$ cat config.mk
export PLATFORM = sky130hd
export DESIGN_NAME = uart_rx_cfg
export DESIGN_NICKNAME = d
export VERILOG_FILES = /design/src/rtl/uart_rx_cfg.sv
export SDC_FILE = /design/constraint.sdc
export NUM_CORES = 1
export LEC_CHECK = 0
export CORE_MARGIN = 5
export CORE_UTILIZATION = 45
export DETAILED_ROUTE_END_ITERATION = 7
export GPL_TIMING_DRIVEN = 0
export PLACE_DENSITY_LB_ADDON = 0.12
export SLEW_MARGIN = 20
export SYNTH_ARGS = -nofsm -noshare
export SYNTH_HDL_FRONTEND = slang
export SYNTH_SLANG_ARGS = --single-unit
$ cat constraint.sdc
create_clock -name clk -period 2.73 [get_ports clk]
set_input_delay 0.4095 -clock clk [delete_from_list [all_inputs] [get_ports clk]]
set_output_delay 0.4095 -clock clk [all_outputs]
set_load 0.02 [all_outputs]
$ cat src/rtl/uart_rx_cfg.sv
// uart_rx_cfg: oversampled UART receiver with 3-sample vote, runtime parity/stop modes, break detect, output FIFO.
// Latency: the last stop-bit vote tick is followed by a FIFO push on the next clk; m_valid rises the clk after that.
// Backpressure: m_valid/m_ready pop; a frame that completes while the FIFO is full is dropped and pulses rx_overrun.
module uart_rx_cfg #(
  parameter int DATA_BITS  = 8,
  parameter int OVERSAMPLE = 16,
  parameter int FIFO_DEPTH = 4
) (
  input  logic                 clk,
  input  logic                 rst_n,
  input  logic                 rx_baud_tick,
  input  logic                 rx_in,
  input  logic [1:0]           cfg_parity,
  input  logic                 cfg_two_stop,
  output logic                 m_valid,
  input  logic                 m_ready,
  output logic [DATA_BITS-1:0] m_data,
  output logic                 m_frame_err,
  output logic                 m_parity_err,
  output logic                 rx_overrun,
  output logic                 rx_break,
  output logic                 rx_busy
);

  localparam int SC_W = $clog2(OVERSAMPLE);
  localparam int BC_W = $clog2(DATA_BITS);
  localparam int AW   = $clog2(FIFO_DEPTH);
  localparam int CW   = AW + 1;
  localparam int EW   = DATA_BITS + 2;

  localparam logic [SC_W-1:0] TICK_SMP0 = SC_W'(OVERSAMPLE / 2 - 1);
  localparam logic [SC_W-1:0] TICK_SMP1 = SC_W'(OVERSAMPLE / 2);
  localparam logic [SC_W-1:0] TICK_VOTE = SC_W'(OVERSAMPLE / 2 + 1);
  localparam logic [SC_W-1:0] TICK_LAST = SC_W'(OVERSAMPLE - 1);
  localparam logic [BC_W-1:0] BIT_LAST  = BC_W'(DATA_BITS - 1);
  localparam logic [CW-1:0]   CNT_FULL  = CW'(FIFO_DEPTH);

  localparam logic [2:0] S_IDLE   = 3'd0;
  localparam logic [2:0] S_START  = 3'd1;
  localparam logic [2:0] S_DATA   = 3'd2;
  localparam logic [2:0] S_PARITY = 3'd3;
  localparam logic [2:0] S_STOP1  = 3'd4;
  localparam logic [2:0] S_STOP2  = 3'd5;

  logic                 rx_meta, rxs;
  logic [2:0]           state;
  logic [SC_W-1:0]      sample_cnt;
  logic [BC_W-1:0]      bit_cnt;
  logic                 smp0, smp1;
  logic [DATA_BITS-1:0] shreg;
  logic [1:0]           par_mode;
  logic                 two_stop;
  logic                 par_bit, perr, ferr, brk, brk_hold;
  logic                 push_req, push_brk;
  logic [EW-1:0]        push_ent;

  logic [EW-1:0]        mem [FIFO_DEPTH];
  logic [AW-1:0]        wr_ptr, rd_ptr;
  logic [CW-1:0]        count;
  logic [EW-1:0]        head;

  logic at_smp0, at_smp1, at_vote, at_last;
  logic vote, par_en, brk_det, full, do_pop, do_push;

  assign at_smp0 = rx_baud_tick && (sample_cnt == TICK_SMP0);
  assign at_smp1 = rx_baud_tick && (sample_cnt == TICK_SMP1);
  assign at_vote = rx_baud_tick && (sample_cnt == TICK_VOTE);
  assign at_last = rx_baud_tick && (sample_cnt == TICK_LAST);

  assign vote    = (smp0 & smp1) | (smp0 & rxs) | (smp1 & rxs);
  assign par_en  = ^par_mode;
  // Break: all-zero data, zero parity bit when one is present, and a low first stop bit.
  assign brk_det = (shreg == '0) && !(par_en && par_bit) && !vote;

  // Two-flop synchroniser; the line idles high so reset to 1.
  always_ff @(posedge clk or negedge rst_n) begin
    if (!rst_n) begin
      rx_meta <= 1'b1;
      rxs     <= 1'b1;
    end else begin
      rx_meta <= rx_in;
      rxs     <= rx_meta;
    end
  end

  // Oversample counter: held at 0 in IDLE so each frame is timed from its own start edge.
  always_ff @(posedge clk or negedge rst_n) begin
    if (!rst_n) begin
      sample_cnt <= '0;
    end else if (state == S_IDLE) begin
      sample_cnt <= '0;
    end else if (rx_baud_tick) begin
      sample_cnt <= (sample_cnt == TICK_LAST) ? '0 : sample_cnt + 1'b1;
    end
  end

  // Capture the two samples that precede the voting tick.
  always_ff @(posedge clk or negedge rst_n) begin
    if (!rst_n) begin
      smp0 <= 1'b1;
      smp1 <= 1'b1;
    end else begin
      if (at_smp0) smp0 <= rxs;
      if (at_smp1) smp1 <= rxs;
    end
  end

  // Frame state machine; the completed entry is staged in push_ent for one clk.
  always_ff @(posedge clk or negedge rst_n) begin
    if (!rst_n) begin
      state    <= S_IDLE;
      bit_cnt  <= '0;
      shreg    <= '0;
      par_mode <= 2'b00;
      two_stop <= 1'b0;
      par_bit  <= 1'b0;
      perr     <= 1'b0;
      ferr     <= 1'b0;
      brk      <= 1'b0;
      brk_hold <= 1'b0;
      push_req <= 1'b0;
      push_brk <= 1'b0;
      push_ent <= '0;
    end else begin
      push_req <= 1'b0;
      if (rxs) brk_hold <= 1'b0;
      case (state)
        S_IDLE: begin
          if (!rxs && !brk_hold) begin
            state    <= S_START;
            par_mode <= cfg_parity;
            two_stop <= cfg_two_stop;
            perr     <= 1'b0;
            ferr     <= 1'b0;
            brk      <= 1'b0;
          end
        end
        S_START: begin
          if (at_vote && vote) begin
            state <= S_IDLE;
          end else if (at_last) begin
            state   <= S_DATA;
            bit_cnt <= '0;
          end
        end
        S_DATA: begin
          if (at_vote) shreg <= {vote, shreg[DATA_BITS-1:1]};
          if (at_last) begin
            if (bit_cnt == BIT_LAST) state <= par_en ? S_PARITY : S_STOP1;
            else bit_cnt <= bit_cnt + 1'b1;
          end
        end
        S_PARITY: begin
          if (at_vote) begin
            par_bit <= vote;
            // Odd mode (2'b10) inverts the XOR of the data bits.
            if (vote != ((^shreg) ^ par_mode[1])) perr <= 1'b1;
          end
          if (at_last) state <= S_STOP1;
        end
        S_STOP1: begin
          if (at_vote) begin
            ferr <= ferr | !vote;
            if (brk_det) begin
              brk      <= 1'b1;
              brk_hold <= 1'b1;
            end
            // Single stop bit: finish half a bit early to resync on the next start edge.
            if (!two_stop) begin
              state    <= S_IDLE;
              push_req <= 1'b1;
              push_brk <= brk_det;
              push_ent <= {perr, ferr | !vote, shreg};
            end
          end else if (at_last && two_stop) begin
            state <= S_STOP2;
          end
        end
        S_STOP2: begin
          if (at_vote) begin
            state    <= S_IDLE;
            push_req <= 1'b1;
            push_brk <= brk;
            push_ent <= {perr, ferr | !vote, shreg};
          end
        end
        default: state <= S_IDLE;
      endcase
    end
  end

  assign full       = (count == CNT_FULL);
  assign m_valid    = (count != '0);
  assign do_pop     = m_valid && m_ready;
  // A pop in the same clk frees the slot, so a full FIFO still accepts the push.
  assign do_push    = push_req && (!full || do_pop);
  assign rx_overrun = push_req && full && !do_pop;
  assign rx_break   = push_req && push_brk;
  assign rx_busy    = (state != S_IDLE);

  // FIFO storage needs no reset; outputs are gated by m_valid.
  always_ff @(posedge clk) begin
    if (do_push) mem[wr_ptr] <= push_ent;
  end

  // FIFO pointers and occupancy.
  always_ff @(posedge clk or negedge rst_n) begin
    if (!rst_n) begin
      wr_ptr <= '0;
      rd_ptr <= '0;
      count  <= '0;
    end else begin
      if (do_push) wr_ptr <= wr_ptr + 1'b1;
      if (do_pop)  rd_ptr <= rd_ptr + 1'b1;
      if (do_push && !do_pop)      count <= count + 1'b1;
      else if (!do_push && do_pop) count <= count - 1'b1;
    end
  end

  assign head         = mem[rd_ptr];
  assign m_data       = m_valid ? head[DATA_BITS-1:0] : '0;
  assign m_frame_err  = m_valid && head[DATA_BITS];
  assign m_parity_err = m_valid && head[DATA_BITS+1];

endmodule

[Word level (Yosys, flattened, before mapping)]
Memories as Yosys holds them, arrays and structs flattened.
Cells that the tools add are included.
Storage, ports and cells
  register bits after elaboration: 49
  memory bits (writable): 40
  bits of input ports: 8
  word-level logic and storage cells: 161
  memories: 1
Operators by class
  $add $sub $neg: 6
  equal/unequal tests: 28
  multiplexer cells: 50
  bitwise gates (word level): 7
  reductions and logical operators: 48
Memory list
  mem: words 4, bits a word 10, rd ports 1, clocked after Yosys merged registers in 0, wr ports 1, line 57  | logic [EW-1:0] mem [FIFO_DEPTH];
Operators with widths (number)
  $mux 3: 17
  $mux 10: 3
  $ne 2x2->1 const B: 12
  $pmux 10 s2: 1
  $logic_and 1x1->1: 19
  $mux 1: 18
  $pmux 3 s6: 1
  $eq 3x3->1 const B: 4
  $eq 4x4->1 const B: 3
  $mux 4: 3
  $reduce_and 4->1: 3
  $reduce_bool 2->1: 6
  $pmux 1 s2: 5
  $ne 3x3->1 const B: 3
  $logic_not 8->1: 1
  $mux 8: 1
  $reduce_and 8->1: 1
  $reduce_xor 8->1: 1
  $logic_not 1->1: 7
  $add 3x1->3 const B: 2
  $eq 3x2->1 const B: 2
  $pmux 3 s2: 1
  $reduce_and 2->1: 3
  $reduce_bool 3->1: 2
  15 further kinds: 20

[Longest topological paths before layout]
  word-level depth: 8
  mapped depth: 9
  mapped depth without buffers: 8

[Worst setup path before layout]
Ideal clock, no wire load.
  path kind: reg2reg
  from: register count[0]
  to: register count[1]
  setup time: 0.125 ns
  arrival: 1.913 ns
  path slack: 0.692 ns
  cell stages (with the launch flop): 8
  path buffers: 1
  cells stage by stage: dfrtp_1 > nor4b_1 > nor2b_1 > clkbuf_1 > ha_1 > inv_1 > fa_1 > mux2_2
On the way
  cells in the longest elaborated chain, start to end: 7
  elaborated cells between the ends (all ways): 15
  those cells by class: add/sub (2); eq/ne (1); mux (2); reduce/logical (10)
Ends and longest elaborated chain
  start, declared: line 59  | logic [CW-1:0] count;
  start signal, assigned: line 215  | if (do_push && !do_pop) count <= count + 1'b1;
  start signal, assigned: line 216  | else if (!do_push && do_pop) count <= count - 1'b1;
  $eq 3x3->1 / $reduce_bool 3->1 (equally long branches): line 192, 193
  $logic_not 1->1 / $logic_and 1x1->1 (equally long branches): line 196, 194
  $logic_or 1x1->1 (*): line 196  | assign do_push = push_req && (!full || do_pop);
  $logic_and 1x1->1 (*): line 196
  named net do_push: line 63  | logic vote, par_en, brk_det, full, do_pop, do_push;
  $logic_not 1->1: line 216
  $logic_and 1x1->1: line 216
  $reduce_bool 2->1 (no source line)
Mark *: on every way through the listed nets, which the timed path passes. The rest lies on a longest branch. The select of a mux whose other input is x is not followed.
A chain may end at the register's enable or synchronous reset.

[Worst setup path after layout]
  from: register rd_ptr[0]
  to: output m_data[6]
On the way
  cells in the longest elaborated chain, start to end: 2
Ends and longest elaborated chain
  start, declared: line 58  | logic [AW-1:0] wr_ptr, rd_ptr;
  start signal, assigned: line 214  | if (do_pop) rd_ptr <= rd_ptr + 1'b1;
  $mem_v2 4x10
  $mux 8: line 221  | assign m_data = m_valid ? head[DATA_BITS-1:0] : '0;
  end, declared: line 17  | output logic [DATA_BITS-1:0] m_data,
Every way passes these cells.

==> run summary <==
The flow ran to the end, and the final reports show no timing, DRC or antenna violations. The routability-driven placement congestion ratio is slightly below 0.8. The worst-skew pair later-pin latency came out at 0.36 ns. The residual antenna-violating net count after detailed routing is 0. Across all layers, the routed design uses 2,185 vias. The clock tree synthesis step divided the H-tree into 3 levels. The critical path's largest stage delay is ~0.53 ns.

0 antenna diodes ended up in the layout. The largest individual stage delay along the critical path comes from the cell clkdlybuf4s50_1. The via count of the first global-routing pass came out at about 2,300. Once layout is done, the placed cells without fillers occupy approximately 0.0045 mm^2.

The number of flops mapped to enable cells by yosys is 40. The most used flip-flop cell after synthesis is dfrtp_1. STA classifies the critical path startpoint as a flop. Setup repair after global routing left no endpoint under its margin. The width of the chip is 104 um. After detailed routing, the number of vias per cell comes to slightly above 5. CTS saw approximately 90 sinks. The worst supply voltage drop on vdd is around 0.00044 V. The most common cell in the synthesized netlist is dfrtp_1. The minimum setup slack among reg-to-reg paths came out at about 0.47 ns.

The number of design rule violations left after detail routing is 0. The required time reported for the critical path endpoint came out at 2.32 ns. The hold buffer count at cts came out at 0. The worst reg2reg path startpoint is count[0]$_DFFE_PN0P_. The signed area change from the synthesized netlist to the final layout came out at 14.2%. Global routing used about an eighth of the available tracks.

The starting utilization of the core area is between 40% and 50%. Tracing the worst setup path back leads to its startpoint at rd_ptr[0]$_DFFE_PN0N_. In the synthesized netlist the async set-or-reset flop fraction comes to 55.1%.

The routed length on met1 is roughly 2.8 mm. Global routing finished with a remaining overflow of 0. In this run the critical register-to-register path is captured at count[1]$_DFFE_PN0P_. The HPWL reported at the end of detailed placement is 4.36 mm.

The data arrival time of the critical path is approximately 2.2 ns. The setup-violating endpoint count in the final report is 0. The global-route wire length before repair is 10.9 mm. The max-slew headroom at the worst pin came out at 58.8%. The power density over the cells came out at between 800 and 900 mW/mm^2. For the finished layout, the period the worst path requires is 2.61 ns. Detailed routing placed a total of 201 um of wire on met3. The max capacitance violation total is 0.

Hold is met by 0.0651 ns. The share of the synthesized area in the top cell type is between 30% and 40%. STA classifies the critical path endpoint as an output pin.

The final total power is 3.65 mW. The clock skew after layout is roughly 0.01 ns. The area occupied by multi-input gates is roughly 0.0014 mm^2. The count of fill cells added during filler insertion came out at around 730. Among cell families on the critical path, the largest total delay comes from buffers and inverters. The post-route setup TNS is 0 ns. The CTS tree is yes.

Ranked by total cell area, the synthesized netlist is headed by edfxtp_1 30%, dfrtp_1 28%, mux4_2 5.7%, mux2_2 4.8%, ha_1 4.4%. The length of routed met2 wiring came out at between 3 and 4 mm. The post-synthesis average cell area is ~14 um^2. The site row count is 34. Yosys printed 0 warnings. The final critical path takes up 95.6% of the cycle. The net count reported at finish is between 300 and 400.

The layout cell share with drive strength beyond 1 came out at about a fifth. The critical path contains buffers and inverters numbering 2 combined. The post-CTS clock slew at the launch and capture registers of the worst setup and hold paths came out at about 0.1 ns. The area of the placeable core came out at ~0.0086 mm^2. The combined flip-flop and latch cell area is 0.00243 mm^2. The post-synthesis register bit count is slightly below 90. Once placement finished, the instance area stood at roughly 0.0043 mm^2. CTS placed an instance of clkbuf_8 at the clock tree root. The chip height is approximately 100 um.

The detailed router's first-iteration violation count is 63. The routed wire length is ~6.2 mm. The commonest cells after synthesis are 45 x dfrtp_1, 40 x edfxtp_1, 22 x nand2_1, 18 x inv_1, 17 x mux2_2.

The deepest clock path buffer count is 2. The static leakage power came out at 1.92 nW. The total of buffers placed on input and output ports is 21. The number of nets handed over by synthesis was a little over 300. The total count of max-transition violations in the final report is 0. The library cell occupying the most area in the post-synthesis netlist is edfxtp_1. The initial antenna violation count came out at 0. The highest layer touched by signal routing is met4. The total count of hold-check failures in the final report is 0.

The synthesized cell area came out at 0.00396 mm^2. The worst setup path is of the flop to output pin kind. The worst min-delay path category is input port to asynchronous set/reset pin. The number of buffers created by CTS came out at 9.

In this run the worst path has a maximum fanout of 10. The top-level I/O count is 22. The achievable clock frequency is between 0.3 and 0.4 GHz.

The share of the yosys chip area belonging to registers came out at 61.4%. Synthesis produced a netlist whose cell count is between 200 and 300. The logic depth of the worst register-to-register path came out at 7. The total die area came out at 0.0108 mm^2. The signal on the critical path passes through buf_6, mux4_2, and2_1, clkdlybuf4s50_1. The per-cell routed wire length is 14.4 um. The first detailed-routing pass took 4 iterations. The count of distinct cell types in the synthesized netlist is 47. The post-CTS setup buffer count is 0. The largest net degree at the start of global routing came out at 50.

The slew at the pin closest to its max-slew limit is ~0.6 ns.
## registers in the layout, summed over array words and instances, names as in the netlist, 2 cells and up
register    cells
shreg           8
count           3
sample_cnt      4
state           3
par_mode        2
bit_cnt         3
wr_ptr          2
mem            40
push_ent       10
rd_ptr          2
## layout by cell type (no fill, tap or decap), types with 5 or more instances in the layout
cell type        instances
a21oi_1                  8
and2_1                  16
clkbuf_8                 9
clkdlybuf4s50_1         20
dfrtp_1                 44
edfxtp_1                40
ha_1                    14
inv_1                   18
mux2_2                  17
mux4_2                  10
nand2_1                 22
nor2_1                  11
o21ai_0                 11
xnor2_1                  9
xor2_1                   5
## timing repair
action | 4_1_cts | 5_1_grt
endpoints found under the setup margin | 9 | 9
pin swaps | 0 | 0
resized for setup | 3 | 3
hold endpoints to repair | 0 | 0
## power breakdown
group	switching, mW	total, mW	internal [mW]
Combinational	0.523	1.05	0.529
Sequential	0.139	1.65	1.52
Clock	0.497	0.939	0.442
## worst register-to-register path: stages (launching register included)
cell and delay (ns):
dfrtp_1 0.45, nor4b_1 0.45, nor2b_1 0.08, clkbuf_1 0.19
ha_1 0.26, inv_1 0.07, fa_1 0.40, mux2_2 0.27
## per-layer routing
layer	vias to the layer above	GRT usage [%]
met2	24	21.2
li1	1072	-
met4	0	4.72
met1	1080	15.4
met3	9	3.17
met5	-	0
## kinds of logic (layout without fill, tap and decap cells)
logic type	after synthesis	in the layout	synth area share, %
AO/OA/AOI/OAI	29	29	4.67
XOR/XNOR	14	14	3.09
adder cells (fa/ha/maj)	16	16	5.21
buffers and inverters	29	66	3.06
flip-flops	89	89	61.4
multiplexers	34	34	12.4
AND/OR/NAND/NOR	74	74	10.2
## worst max path at each step
stage | slack (ns) | cells past startpoint | end
finish | 0.12 | 4 | m_data[6]
global route | 0.03 | 4 | m_data[0]
CTS | 0.03 | 4 | m_data[0]
detailed placement | 0.04 | 8 | count[1]$_DFFE_PN0P_
global placement | -0.28 | 1 | count[2]$_DFFE_PN0P_
floorplan | 0.69 | 7 | count[1]$_DFFE_PN0P_
## metrics by stage
stage | instances | utilization (%) | worst slack [ns]
final | 430 | 52.4 | 0.119
after global routing | 430 | 52.4 | 0.0305
after CTS | 430 | 52.4 | 0.0337
after detailed placement | 414 | 49.9 | 0.0369
after global placement | 414 | 49.9 | -0.281
after floorplan | 285 | - | 0.692
## cell type report
type / count / share of cell area [%]
multi-input combinational: 167 / 31.2
sequential: 89 / 53.8
inverter: 19 / 1.58
buffer: 10 / 1.30
tap: 108 / 2.99
timing repair buffer: 21 / 4.59
clock inverter: 7 / 1.88
clock buffer: 9 / 2.74
Note: power is estimated with default switching activity, not from simulation.
